$ cat src/rtl/trivium_seq_pkg.sv
// Shared definitions for the Trivium byte-lane stream sequencer.
// Holds the sequencer state encoding, the default session lengths and the
// width of the per-state cycle counter used by the load and warm-up phases.
package trivium_seq_pkg;

  typedef enum logic [2:0] {
    ST_IDLE,
    ST_CORE_RST,
    ST_LOAD_KEY,
    ST_LOAD_IV,
    ST_WARMUP,
    ST_STREAM,
    ST_DRAIN
  } seq_state_t;

  localparam int DEF_KEY_BYTES     = 10;
  localparam int DEF_IV_BYTES      = 10;
  localparam int DEF_WARMUP_CYCLES = 144;

  // One counter serves key, IV and warm-up phases; warm-up is the longest.
  localparam int WARM_CNT_W = $clog2(DEF_WARMUP_CYCLES);

endpackage

$ cat src/rtl/trivium_seq_fifo.sv
// Synchronous ciphertext FIFO for the Trivium stream sequencer.
// Ports:
//   clk, rst        - clock, synchronous active-high reset (flushes pointers/count)
//   wr_en, wr_data  - write request and byte
//   rd_en           - pop request (ignored when empty)
//   rd_data         - current head entry
//   count           - number of stored entries
//   empty           - no entries stored
// A write while full is accepted when a pop happens in the same cycle.
module trivium_seq_fifo #(
  parameter int DEPTH  = 4,
  parameter int DATA_W = 8,
  parameter int CNT_W  = $clog2(DEPTH + 1)
) (
  input  logic              clk,
  input  logic              rst,
  input  logic              wr_en,
  input  logic [DATA_W-1:0] wr_data,
  input  logic              rd_en,
  output logic [DATA_W-1:0] rd_data,
  output logic [CNT_W-1:0]  count,
  output logic              empty
);

  localparam int PTR_W = (DEPTH > 1) ? $clog2(DEPTH) : 1;

  logic [DATA_W-1:0] mem [DEPTH];
  logic [PTR_W-1:0]  wr_ptr;
  logic [PTR_W-1:0]  rd_ptr;
  logic              full;
  logic              wr_ok;
  logic              rd_ok;

  // Explicit wrap keeps non-power-of-two depths correct.
  function automatic logic [PTR_W-1:0] ptr_inc(input logic [PTR_W-1:0] p);
    return (p == PTR_W'(DEPTH - 1)) ? '0 : p + 1'b1;
  endfunction

  assign empty   = (count == '0);
  assign full    = (count == CNT_W'(DEPTH));
  assign rd_ok   = rd_en && !empty;
  assign wr_ok   = wr_en && (!full || rd_ok);
  assign rd_data = mem[rd_ptr];

  always_ff @(posedge clk) begin
    if (rst) begin
      wr_ptr <= '0;
      rd_ptr <= '0;
      count  <= '0;
    end else begin
      if (wr_ok) wr_ptr <= ptr_inc(wr_ptr);
      if (rd_ok) rd_ptr <= ptr_inc(rd_ptr);
      case ({wr_ok, rd_ok})
        2'b10:   count <= count + 1'b1;
        2'b01:   count <= count - 1'b1;
        default: count <= count;
      endcase
    end
  end

  // Storage carries data only; it needs no reset.
  always_ff @(posedge clk) begin
    if (wr_ok) mem[wr_ptr] <= wr_data;
  end

endmodule

$ cat src/rtl/trivium_stream_seq.sv
// Host-side sequencer for the 8-bit byte lane of a Trivium core.
// On start it pulses the core reset, loads key then IV (MSB byte first),
// runs the warm-up with zero input, then streams plaintext bytes into the
// core and returns ciphertext through a small FIFO so sink backpressure
// never desynchronises the keystream.
// Optional feature: define TRIVIUM_SEQ_STATS_EN to add a saturating
// delivered-byte counter on output byte_count.
// Ports:
//   clk, rst            - clock, synchronous active-high reset
//   start, stop         - session start (IDLE only) / stream stop (STREAM only)
//   key, iv             - 80-bit key and IV, sampled on accepted start
//   busy                - high whenever not IDLE
//   byte_count          - (stats build only) delivered ciphertext bytes
//   s_data/s_valid/s_ready - plaintext source handshake
//   m_data/m_valid/m_ready - ciphertext sink handshake
//   core_rst_n, core_ena, core_in, core_out - Trivium core byte lane
module trivium_stream_seq
  import trivium_seq_pkg::*;
#(
  parameter int KEY_BYTES     = DEF_KEY_BYTES,
  parameter int IV_BYTES      = DEF_IV_BYTES,
  parameter int WARMUP_CYCLES = DEF_WARMUP_CYCLES,
  parameter int CORE_LAT      = 1,
  parameter int FIFO_DEPTH    = 4
) (
  input  logic        clk,
  input  logic        rst,
  input  logic        start,
  input  logic        stop,
  input  logic [79:0] key,
  input  logic [79:0] iv,
  output logic        busy,
`ifdef TRIVIUM_SEQ_STATS_EN
  output logic [31:0] byte_count,
`endif
  input  logic [7:0]  s_data,
  input  logic        s_valid,
  output logic        s_ready,
  output logic [7:0]  m_data,
  output logic        m_valid,
  input  logic        m_ready,
  output logic        core_rst_n,
  output logic        core_ena,
  output logic [7:0]  core_in,
  input  logic [7:0]  core_out
);

  localparam int FIFO_CNT_W = $clog2(FIFO_DEPTH + 1);
  localparam int INF_W      = $clog2(CORE_LAT + 1);
  localparam int OCC_W      = $clog2(FIFO_DEPTH + CORE_LAT + 1);

  seq_state_t             state;
  seq_state_t             state_nxt;
  logic [WARM_CNT_W-1:0]  cnt;
  logic [WARM_CNT_W-1:0]  cnt_nxt;
  logic [79:0]            key_sr;
  logic [79:0]            iv_sr;
  logic                   accept;
  logic [CORE_LAT-1:0]    vld_p;
  logic [INF_W-1:0]       inflight;
  logic [OCC_W-1:0]       occ;
  logic [FIFO_CNT_W-1:0]  fifo_count;
  logic                   fifo_empty;
  logic [7:0]             fifo_head;
  logic                   rd_en;
  logic                   start_ok;

  assign start_ok = (state == ST_IDLE) && start;

  // Accepted bytes still inside the core count against FIFO space so a
  // stalled sink can never overflow the FIFO.
  always_comb begin
    inflight = '0;
    for (int i = 0; i < CORE_LAT; i++) begin
      inflight = inflight + INF_W'(vld_p[i]);
    end
  end

  assign occ     = OCC_W'(fifo_count) + OCC_W'(inflight);
  assign s_ready = (state == ST_STREAM) && (occ < OCC_W'(FIFO_DEPTH));
  assign accept  = s_valid && s_ready;

  assign busy       = (state != ST_IDLE);
  assign core_rst_n = !rst && (state != ST_CORE_RST);

  always_ff @(posedge clk) begin
    if (rst) begin
      state <= ST_IDLE;
      cnt   <= '0;
    end else begin
      state <= state_nxt;
      cnt   <= cnt_nxt;
    end
  end

  always_comb begin
    state_nxt = state;
    cnt_nxt   = cnt;
    core_ena  = 1'b0;
    core_in   = 8'h00;
    case (state)
      ST_IDLE: begin
        cnt_nxt = '0;
        if (start) state_nxt = ST_CORE_RST;
      end
      ST_CORE_RST: begin
        cnt_nxt   = '0;
        state_nxt = ST_LOAD_KEY;
      end
      ST_LOAD_KEY: begin
        core_ena = 1'b1;
        core_in  = key_sr[79:72];
        if (cnt == WARM_CNT_W'(KEY_BYTES - 1)) begin
          cnt_nxt   = '0;
          state_nxt = ST_LOAD_IV;
        end else begin
          cnt_nxt = cnt + 1'b1;
        end
      end
      ST_LOAD_IV: begin
        core_ena = 1'b1;
        core_in  = iv_sr[79:72];
        if (cnt == WARM_CNT_W'(IV_BYTES - 1)) begin
          cnt_nxt   = '0;
          state_nxt = ST_WARMUP;
        end else begin
          cnt_nxt = cnt + 1'b1;
        end
      end
      ST_WARMUP: begin
        core_ena = 1'b1;
        if (cnt == WARM_CNT_W'(WARMUP_CYCLES - 1)) begin
          cnt_nxt   = '0;
          state_nxt = ST_STREAM;
        end else begin
          cnt_nxt = cnt + 1'b1;
        end
      end
      ST_STREAM: begin
        // Keystream only advances on accepted plaintext.
        core_ena = accept;
        core_in  = accept ? s_data : 8'h00;
        if (stop) state_nxt = ST_DRAIN;
      end
      ST_DRAIN: begin
        if ((inflight == '0) && fifo_empty) state_nxt = ST_IDLE;
      end
      default: state_nxt = ST_IDLE;
    endcase
  end

  // Key/IV bytes are consumed MSB first by shifting left each load cycle.
  always_ff @(posedge clk) begin
    if (start_ok) begin
      key_sr <= key;
      iv_sr  <= iv;
    end else begin
      if (state == ST_LOAD_KEY) key_sr <= {key_sr[71:0], 8'h00};
      if (state == ST_LOAD_IV)  iv_sr  <= {iv_sr[71:0], 8'h00};
    end
  end

  // Stage boundary: core latency tracking, one bit per core cycle.
  always_ff @(posedge clk) begin
    if (rst) begin
      vld_p <= '0;
    end else begin
      vld_p[0] <= accept;
      for (int i = 1; i < CORE_LAT; i++) begin
        vld_p[i] <= vld_p[i-1];
      end
    end
  end

  // Stage boundary: ciphertext capture into the output FIFO.
  trivium_seq_fifo #(
    .DEPTH  (FIFO_DEPTH),
    .DATA_W (8),
    .CNT_W  (FIFO_CNT_W)
  ) u_fifo (
    .clk     (clk),
    .rst     (rst),
    .wr_en   (vld_p[CORE_LAT-1]),
    .wr_data (core_out),
    .rd_en   (rd_en),
    .rd_data (fifo_head),
    .count   (fifo_count),
    .empty   (fifo_empty)
  );

  assign m_valid = !fifo_empty;
  assign rd_en   = m_valid && m_ready;
  // Head is masked so the unreset storage never shows on the port.
  assign m_data  = m_valid ? fifo_head : 8'h00;

`ifdef TRIVIUM_SEQ_STATS_EN
  function automatic logic [31:0] sat_inc(input logic [31:0] v);
    return (v == 32'hFFFF_FFFF) ? v : v + 32'd1;
  endfunction

  always_ff @(posedge clk) begin
    if (rst || start_ok) begin
      byte_count <= '0;
    end else if (rd_en) begin
      byte_count <= sat_inc(byte_count);
    end
  end
`endif

endmodule
$ cat config.mk
export PLATFORM = sky130hd
export DESIGN_NAME = trivium_stream_seq
export DESIGN_NICKNAME = d
export VERILOG_FILES = /design/src/rtl/trivium_seq_pkg.sv /design/src/rtl/trivium_seq_fifo.sv /design/src/rtl/trivium_stream_seq.sv
export SDC_FILE = /design/constraint.sdc
export NUM_CORES = 1
export LEC_CHECK = 0
export ABC_AREA = 1
export BUFFER_PORTS_ARGS = -buffer_cell sky130_fd_sc_hd__clkbuf_2
export CAP_MARGIN = 15
export CORE_UTILIZATION = 49
export CTS_CLUSTER_DIAMETER = 120
export DETAILED_ROUTE_END_ITERATION = 10
export PLACE_DENSITY_LB_ADDON = 0.1
export SYNTH_ARGS = -nofsm -noshare
export SYNTH_HDL_FRONTEND = slang
export SYNTH_HIERARCHICAL = 1
export SYNTH_SLANG_ARGS = --single-unit
$ cat constraint.sdc
create_clock -name clk -period 3.5 [get_ports clk]
set_clock_uncertainty 0.05 [all_clocks]
set_input_delay 0.7 -clock clk [delete_from_list [all_inputs] [get_ports clk]]
set_output_delay 0.7 -clock clk [all_outputs]
set_load 0.005 [all_outputs]
==> results summary, run 1 <==
The flow ran to the end, and the final reports show no timing, DRC or antenna violations. The number of levels the H-tree was split into is 1. The normalized max-slew margin is 48.59%. On the critical path, the stage with the largest delay is an instance of sky130_fd_sc_hd__dfxtp_1.

The count of antenna-violating nets left after detailed routing is 0. The footprint of the multi-input gates is 2980 sq um. The worst stage delay on the critical path is about 600 ps. Cells fill between 60% and 70% of the core in the end. The biggest fanout along the worst timing path is 8.

The total power after layout came out at 9249 uW. The critical path data arrival time came out at 2070 ps. The initial antenna violation count was 0. The core footprint came out at 18960 sq um. Setup repair after global routing left no endpoint under its margin. In this run the cell area of the synthesized design comes to 9582 sq um. The starting density of the core is 50.55%. The number of hold buffers added after cts came out at 0. Yosys mapped a number of flops with a built-in enable equal to 192. The part of the total power dissipated in the clock network came out at approximately 25%. The longest clock path from root to sink contains 3 buffers. The worst hold path begins at core_out[4].

The required time of the critical path is 2750 ps. The worst hold path terminates at u_fifo/mem[2][4]. In this run the vertical extent of the chip is 141.8 um. The worst hold path stage count came out at 1. The clock period could shrink to ~2800 ps.

The maximum VDD drop is roughly 0.46 mV. The worst register-to-register path ends at u_fifo/count[2]. The CTS tree is done. The detailed-route DRC error count came out at 0. The number of gates resized after CTS was 0. The synthesis-to-layout area growth came out at 20.53%. The share of total power dissipated in combinational logic is 27.4%. The number of endpoints with negative hold slack in the final report is 0.

The setup total negative slack is 0 ps. The number of max-slew violations in the final report came out at 0. The synthesis-stage register bit count came out at between 200 and 250.

In this run the critical register-to-register path is launched from u_fifo/count[0]. The starting DRC count in detailed routing is 304. The clock latency on the worst-skew pair is 490 ps. The number of distinct library cell variants in the gate-level netlist after synthesis came out at 31.

The category of the critical setup timing path is reg2out. The worst setup path is launched from a flop. The number of global-route vias before repair was ~5700. The proportion of synthesized flip-flops having asynchronous set or reset is 0%.

The fill cell total of the finished layout came out at 1502. The count of port buffers added during placement is 202. Dividing the detail-routed via count by the number of cells gives approximately 5.

The min-delay analysis places its worst path in the category in2reg. The number of clock sinks came out at 213. Summing over every cut layer, the via total after detailed routing is ~5700. The proportion of layout cells with a drive suffix above 1 is 44.21%. The internal power of the cells totals roughly 6900 uW. The number of nets in the synthesized netlist is approximately 860. In this run, flip-flops and latches consume 47.9% of the power. The number of standard-cell rows in the floorplan is 50.

The number of instances in the synthesized netlist is 673. The overall routed net length is ~18000 um. The routed wirelength normalized by instance count is 15.36 um.

The total overflow left after global routing is 0. The global-route wire length before repair is 27890 um. The largest net degree at the start of global routing came out at 81.

The final clock period utilization by the worst path came out at approximately 81%. The worst setup path is captured at an output port. The area taken by flip-flops and latches is 6186 sq um. The max-cap check violation count is 0. The number of buffers inserted by post-CTS setup repair came out at 0. The floorplan die width is between 100 and 150 um. The transition time at the pin with the least slew margin came out at approximately 770 ps.

The number of search-and-repair iterations in the first detailed-routing pass came out at 4. The switching power summed over all nets is roughly 2400 uW. The floorplan die area is 20120 sq um.

The slack of the worst reg-to-reg path came out at 820 ps. Setup violations remaining at the end of the flow were counted as 0. Yosys printed 6 warnings.

The analysis attributes to cell leakage a power of 0.004889 uW. Detailed placement ended at an HPWL of ~13000 um. The fmax came out at 0.3541 GHz. The share of total power consumed by net switching came out at 25.66%.

At the end of the flow, the number of nets in the layout was 1075. The setup slack of the critical path after layout came out at approximately 680 ps. Power spread over the standard cell area amounts to ~800 nW/um^2. The post-place setup slack is slightly below 900 ps.

The TritonCTS buffer count came out at 23. The I/O pin total is roughly 200. The register clock-pin slew on the reported worst setup and hold paths came out at 60 ps. Dividing the synthesized area by the synthesized cell count gives 14.24 sq um. The share of the Yosys chip area taken by registers is approximately 65%.

The tree is rooted in a sky130_fd_sc_hd__clkbuf_16. 0 antenna diodes ended up in the layout. Traced cell by cell, the critical path runs through nand3_1, nor2_1, nand2_1, inv_1, nand2_1, nand3_1, clkbuf_2. The total track usage came out at 17.78%. Among all flip-flop cells after synthesis, the most frequent one is sky130_fd_sc_hd__edfxtp_1. Counting cells, the worst reg-to-reg path comes to 15. The congestion estimate from routability-driven global placement came to 0.8734.
## routing by layer
| metal | track usage (%) | vias to the layer above | wire length (um) |
|---|---|---|---|
| met5 | 0 | - | 0 |
| met4 | 5.320 | 0 | 365 |
| met3 | 6.142 | 27 | 1611 |
| met2 | 30.80 | 189 | 8731 |
| met1 | 20.81 | 2621 | 7082 |
| li1 | - | 2817 | - |
## power by group through the flow
stage / clock (uW) / sequential, uW / combinational (uW)
3_3_place_gp: 0 / 4430 / 2470
6_report: 2290 / 4430 / 2540
4_1_cts: 2350 / 4440 / 2580
2_1_floorplan: 0 / 4430 / 2060
3_5_place_dp: 0 / 4490 / 2560
5_1_grt: 2440 / 4510 / 2770
## critical path, delay by kind of cell, from the launching register on
kind	cells	cell delay (ps)
buffers and inverters	2	310
flip-flops	1	590
AND/OR/NAND/NOR	5	680
## through the flow
stage	area (sq um)	hold WS, ps	instances
6_report	11550	378.7	1158
2_1_floorplan	9582	401.4	673
3_3_place_gp	10840	422.8	1119
3_5_place_dp	10840	424.7	1119
5_1_grt	11550	367.7	1158
4_1_cts	11550	358.1	1158
## synth_stat cells (all sizes together), types with 4 or more instances
master | n | share of area, %
o22ai | 8 | 0.52
dfxtp | 21 | 4.4
mux2 | 144 | 19
nand3 | 29 | 1.6
buf | 22 | 1.8
inv | 68 | 2.7
ha | 8 | 1.0
edfxtp | 192 | 60
nand4 | 4 | 0.26
nand2 | 61 | 2.4
a21oi | 9 | 0.47
nor2 | 73 | 3.1
o21ai | 24 | 1.4
## cell families after synthesis
family,after synthesis,synth area share [%]
compound gates,43,2.520
flops,213,64.56
xor+xnor,2,0.1828
buf+inv,90,4.492
fa+ha+maj,9,1.254
simple gates,172,7.717
mux,144,19.27
## cell usage in the layout, fill, tap and decap left out
| cell type | n |
|---|---|
| sky130_fd_sc_hd__nor2_4 | 1 |
| sky130_fd_sc_hd__nor3_1 | 3 |
| sky130_fd_sc_hd__clkinv_2 | 4 |
| sky130_fd_sc_hd__mux2_1 | 1 |
| sky130_fd_sc_hd__xor2_1 | 1 |
| sky130_fd_sc_hd__clkinv_1 | 2 |
| sky130_fd_sc_hd__nand2_1 | 58 |
| sky130_fd_sc_hd__o21ai_1 | 2 |
| sky130_fd_sc_hd__o21ai_2 | 3 |
| sky130_fd_sc_hd__buf_12 | 3 |
| sky130_fd_sc_hd__nand2_4 | 2 |
| sky130_fd_sc_hd__mux2_2 | 83 |
| sky130_fd_sc_hd__clkinv_4 | 1 |
| sky130_fd_sc_hd__inv_2 | 4 |
| sky130_fd_sc_hd__or2_2 | 2 |
| sky130_fd_sc_hd__clkbuf_1 | 6 |
| sky130_fd_sc_hd__fa_1 | 1 |
| sky130_fd_sc_hd__o21ai_0 | 19 |
| sky130_fd_sc_hd__a211oi_1 | 1 |
| sky130_fd_sc_hd__inv_1 | 64 |
| sky130_fd_sc_hd__nor2_8 | 1 |
| sky130_fd_sc_hd__nand3_1 | 28 |
| sky130_fd_sc_hd__buf_4 | 3 |
| sky130_fd_sc_hd__dfxtp_1 | 21 |
| sky130_fd_sc_hd__a21oi_1 | 9 |
| sky130_fd_sc_hd__nand2_2 | 1 |
| sky130_fd_sc_hd__o22ai_1 | 8 |
| sky130_fd_sc_hd__nand3_4 | 1 |
| sky130_fd_sc_hd__a21boi_1 | 1 |
| sky130_fd_sc_hd__edfxtp_1 | 192 |
| sky130_fd_sc_hd__clkbuf_8 | 1 |
| sky130_fd_sc_hd__bufinv_16 | 2 |
| sky130_fd_sc_hd__clkbuf_16 | 23 |
| sky130_fd_sc_hd__mux2_4 | 60 |
| sky130_fd_sc_hd__nand4_1 | 4 |
| sky130_fd_sc_hd__clkbuf_2 | 202 |
| sky130_fd_sc_hd__nor2_1 | 71 |
| sky130_fd_sc_hd__ha_1 | 8 |
| sky130_fd_sc_hd__xnor2_1 | 1 |
## worst max-delay path by stage
stage / start / endpoint / cells after the start
finish: state[0] / core_in[0] / 7
global route: state[0] / core_in[1] / 7
CTS: state[0] / core_in[1] / 7
detailed placement: u_fifo/count[0] / u_fifo/count[2] / 15
global placement: u_fifo/count[0] / u_fifo/count[2] / 16
floorplan: start / iv_sr[0] / 5
## flip-flops by register name, indices dropped and copies added, names as in the netlist, named ones only
signal,count
iv_sr,80
key_sr,80
u_fifo/mem,32
cnt,8
state,3
u_fifo/count,3
u_fifo/rd_ptr,2
u_fifo/wr_ptr,2
vld_p,1
## final cells by class
cell class	instances	area share, %
clock buffer	30	5.298
sequential	213	53.56
multi-input combinational	370	25.81
clock inverter	9	0.8342
timing repair buffer	208	9.469
inverter	68	2.210
tap	260	2.817
No activity file was read; power rests on OpenSTA's default activity.
==> run 2, diff against run 1 <==
Settings changed: CORE_UTILIZATION 49 to 50.
Clock period 3.5 ns to 2.6 ns, I/O delays scaled along.
==> results summary, run 2 (synthesized netlist as in run 1, its figures left out) <==
The number of search-and-repair iterations in the first detailed-routing pass came out at 4 (unchanged). The floorplan die height came out at 140.4 um (was 141.8 um). The normalized max-slew margin came to 70.95% (was 48.59%). The launch instance of the worst register-to-register path is u_fifo/count[0] (unchanged). The number of levels the H-tree was split into came out at 1 (unchanged). The class of the worst hold path is in2reg (unchanged). The worst stage delay on the critical path came to 490 ps (was 590 ps). The final clock period utilization by the worst path came out at 94.29%. The number of endpoints with negative hold slack in the final report is 0 (unchanged). The footprint of the multi-input gates came out at 2987 sq um (was 2980 sq um). The end of the worst register-to-register path is u_fifo/count[2] (unchanged). The overall routed net length is 17570 um (was 17790 um). The worst hold slack across all endpoints is 175.8 ps (was 378.7 ps). The total track usage is 18.04% (was 17.78%). The final critical path time including I/O delays and setup is 2451 ps. The register clock-pin slew on the reported worst setup and hold paths is 60 ps (about the same). The core footprint came out at 18770 sq um (was 18960 sq um). The power density relative to cell area came out at 1112 nW/um^2 (was 800.9 nW/um^2). RSZ-0062 raised after global routing: false (unchanged). The I/O pin total is 203 (unchanged). The count of port buffers added during placement came out at 202 (unchanged). The clock latency on the worst-skew pair is 510 ps (was 490 ps). The count of antenna-violating nets left after detailed routing came out at 0 (unchanged). The net count reported at finish is 1083 (was 1075). The via-per-instance ratio is 4.990 (was 4.883). The critical path startpoint category is a flop (unchanged). The area taken by flip-flops and latches is 6187 sq um (was 6186 sq um). The kind of end point of the critical path is an output port (unchanged). The path depth of the worst reg2reg path came out at 16 (was 15). The largest net degree at the start of global routing was 81 (unchanged). The post-detailed-placement half-perimeter wirelength is 12430 um (was 12610 um). The category of the critical setup timing path is reg2out (unchanged). The number of max-slew violations in the final report came out at 0 (unchanged). Most frequent cells in the layout: sky130_fd_sc_hd__clkbuf_2, sky130_fd_sc_hd__edfxtp_1, sky130_fd_sc_hd__mux2_2 (unchanged). The most common library cell in the layout ignoring fill and taps is sky130_fd_sc_hd__clkbuf_2 (unchanged). The critical path data arrival time is 1880 ps (was 2070 ps).

The biggest fanout along the worst timing path came out at 8 (unchanged). The slack of the worst reg-to-reg path was 290 ps (was 820 ps). The number of global-route vias before repair came out at 5695 (was 5702).

The max-cap check violation count came to 0 (unchanged). The fill cell total of the finished layout is 1518 (was 1502). The number of buffers inserted by post-CTS setup repair is 0 (unchanged). The placer's final routability congestion estimate is 0.9517 (was 0.8734). The final instance area came to 11780 sq um (was 11550 sq um). The detailed-route DRC error count is 0 (unchanged). The transition time at the pin with the least slew margin was 435.8 ps (was 768.4 ps).

The floorplan die width is 140.4 um (was 141.8 um). The maximum VDD drop is 0.7271 mV (was 0.4591 mV). The leakage power summed over all cells is 0.005018 uW (was 0.004889 uW). The setup violation total in the final timing report is 0 (unchanged). The total via count after detailed routing is 5703 (was 5654).

The required time of the critical path came to 2030 ps (was 2750 ps). The clock tree root driver cell is sky130_fd_sc_hd__clkbuf_16 (unchanged). The starting density of the core came out at 51.05% (was 50.55%). The TritonCTS buffer count came out at 23 (unchanged).

The initial antenna violation count came out at 0 (unchanged). The floorplan die area is 19720 sq um (was 20120 sq um). Registers with the most flip-flops: iv_sr (80), key_sr (80), u_fifo/mem (32) (unchanged). The worst hold path stage count is 1 (unchanged). The number of clock sinks came out at 213 (unchanged). The synthesis-to-layout area growth came out at 22.97% (was 20.53%).

Cell-by-cell listing of the critical path: nand3_1, nor2_1, nand2_1, inv_2, nand2_1, nand3_1, clkbuf_2 (was nand3_1, nor2_1, nand2_1, inv_1, nand2_1, nand3_1, clkbuf_2). The setup total negative slack came out at 0 ps (unchanged). The total congestion overflow was 0 (unchanged). The final cell utilization of the core is 62.78% (was 60.92%). The worst hold path startpoint was core_out[2] (was core_out[4]). The starting DRC count in detailed routing is 226 (was 304). The library cell contributing the largest single delay on the critical path is sky130_fd_sc_hd__dfxtp_1 (unchanged).

The number of standard-cell rows in the floorplan came out at 50 (unchanged). The routed wirelength normalized by instance count is 15.37 um (was 15.36 um). Result of the run: finished, final reports clean (unchanged). The global-route wire length before repair came to 27920 um (was 27890 um). The endpoint with the worst hold slack is u_fifo/mem[3][2] (was u_fifo/mem[2][4]). The number of buffers between clock root and the deepest sink is 3 (unchanged). The proportion of layout cells with a drive suffix above 1 is 45.65% (was 44.21%). The total placed instance area is 10920 sq um (was 10840 sq um).

The fmax came out at 0.4079 GHz. The CTS tree was done (unchanged). The number of inserted diodes is 0 (unchanged).
## run 2: cell type report
type                            instances  area share, %
Sequential cell                       213          52.51
Clock inverter                         16          2.294
Multi-Input combinational cell        370          25.35
Tap cell                              234          2.485
Clock buffer                           26          4.980
Timing Repair Buffer                  216          10.22
Inverter                               68          2.166
## run 2: per-layer routing
| layer | track usage, % | share of wire, % | vias up |
|---|---|---|---|
| li1 | - | - | 2839 |
| met1 | 22.35 | 41 | 2663 |
| met2 | 29.82 | 48 | 170 |
| met3 | 6.017 | 8.4 | 31 |
| met4 | 5.784 | 2.5 | 0 |
| met5 | 0 | 0 | - |
## run 2: repair_timing
action | in CTS | in global routing
hold buffers | 0 | 0
endpoints found under the setup margin | 0 | 9
resized for setup | 0 | 5
hold endpoints to repair | 0 | 0
## run 2: through the flow
step | power [uW] | setup slack, ps | instances
global route | 13740 | 16.08 | 1143
detailed placement | 9581 | 268.7 | 1101
global placement | 9427 | 376.7 | 1101
CTS | 13260 | 54.39 | 1143
floorplan | 8687 | 58.55 | 673
finish | 13100 | 148.6 | 1143
## run 2: worst max path at each step
stage	from	to	slack, ps	cells after the start
detailed placement	m_ready	u_fifo/count[2]	270	13
floorplan	state[0]	iv_sr[0]	60	7
global placement	m_ready	u_fifo/count[2]	380	13
CTS	vld_p	core_in[1]	50	8
finish	state[2]	core_in[1]	150	7
global route	state[2]	core_in[3]	20	7
## run 2: where the power goes
| group | switching, uW | total, uW | internal [uW] |
|---|---|---|---|
| sequential | 349 | 5950 | 5600 |
| clock | 1320 | 3650 | 2330 |
| combinational | 1610 | 3500 | 1900 |
## run 2: worst max-delay path, delay by kind of cell (launching register included)
kind                   cells  cell delay (ps)
AND/OR/NAND/NOR            5              620
buffers and inverters      2              250
flip-flops                 1              490
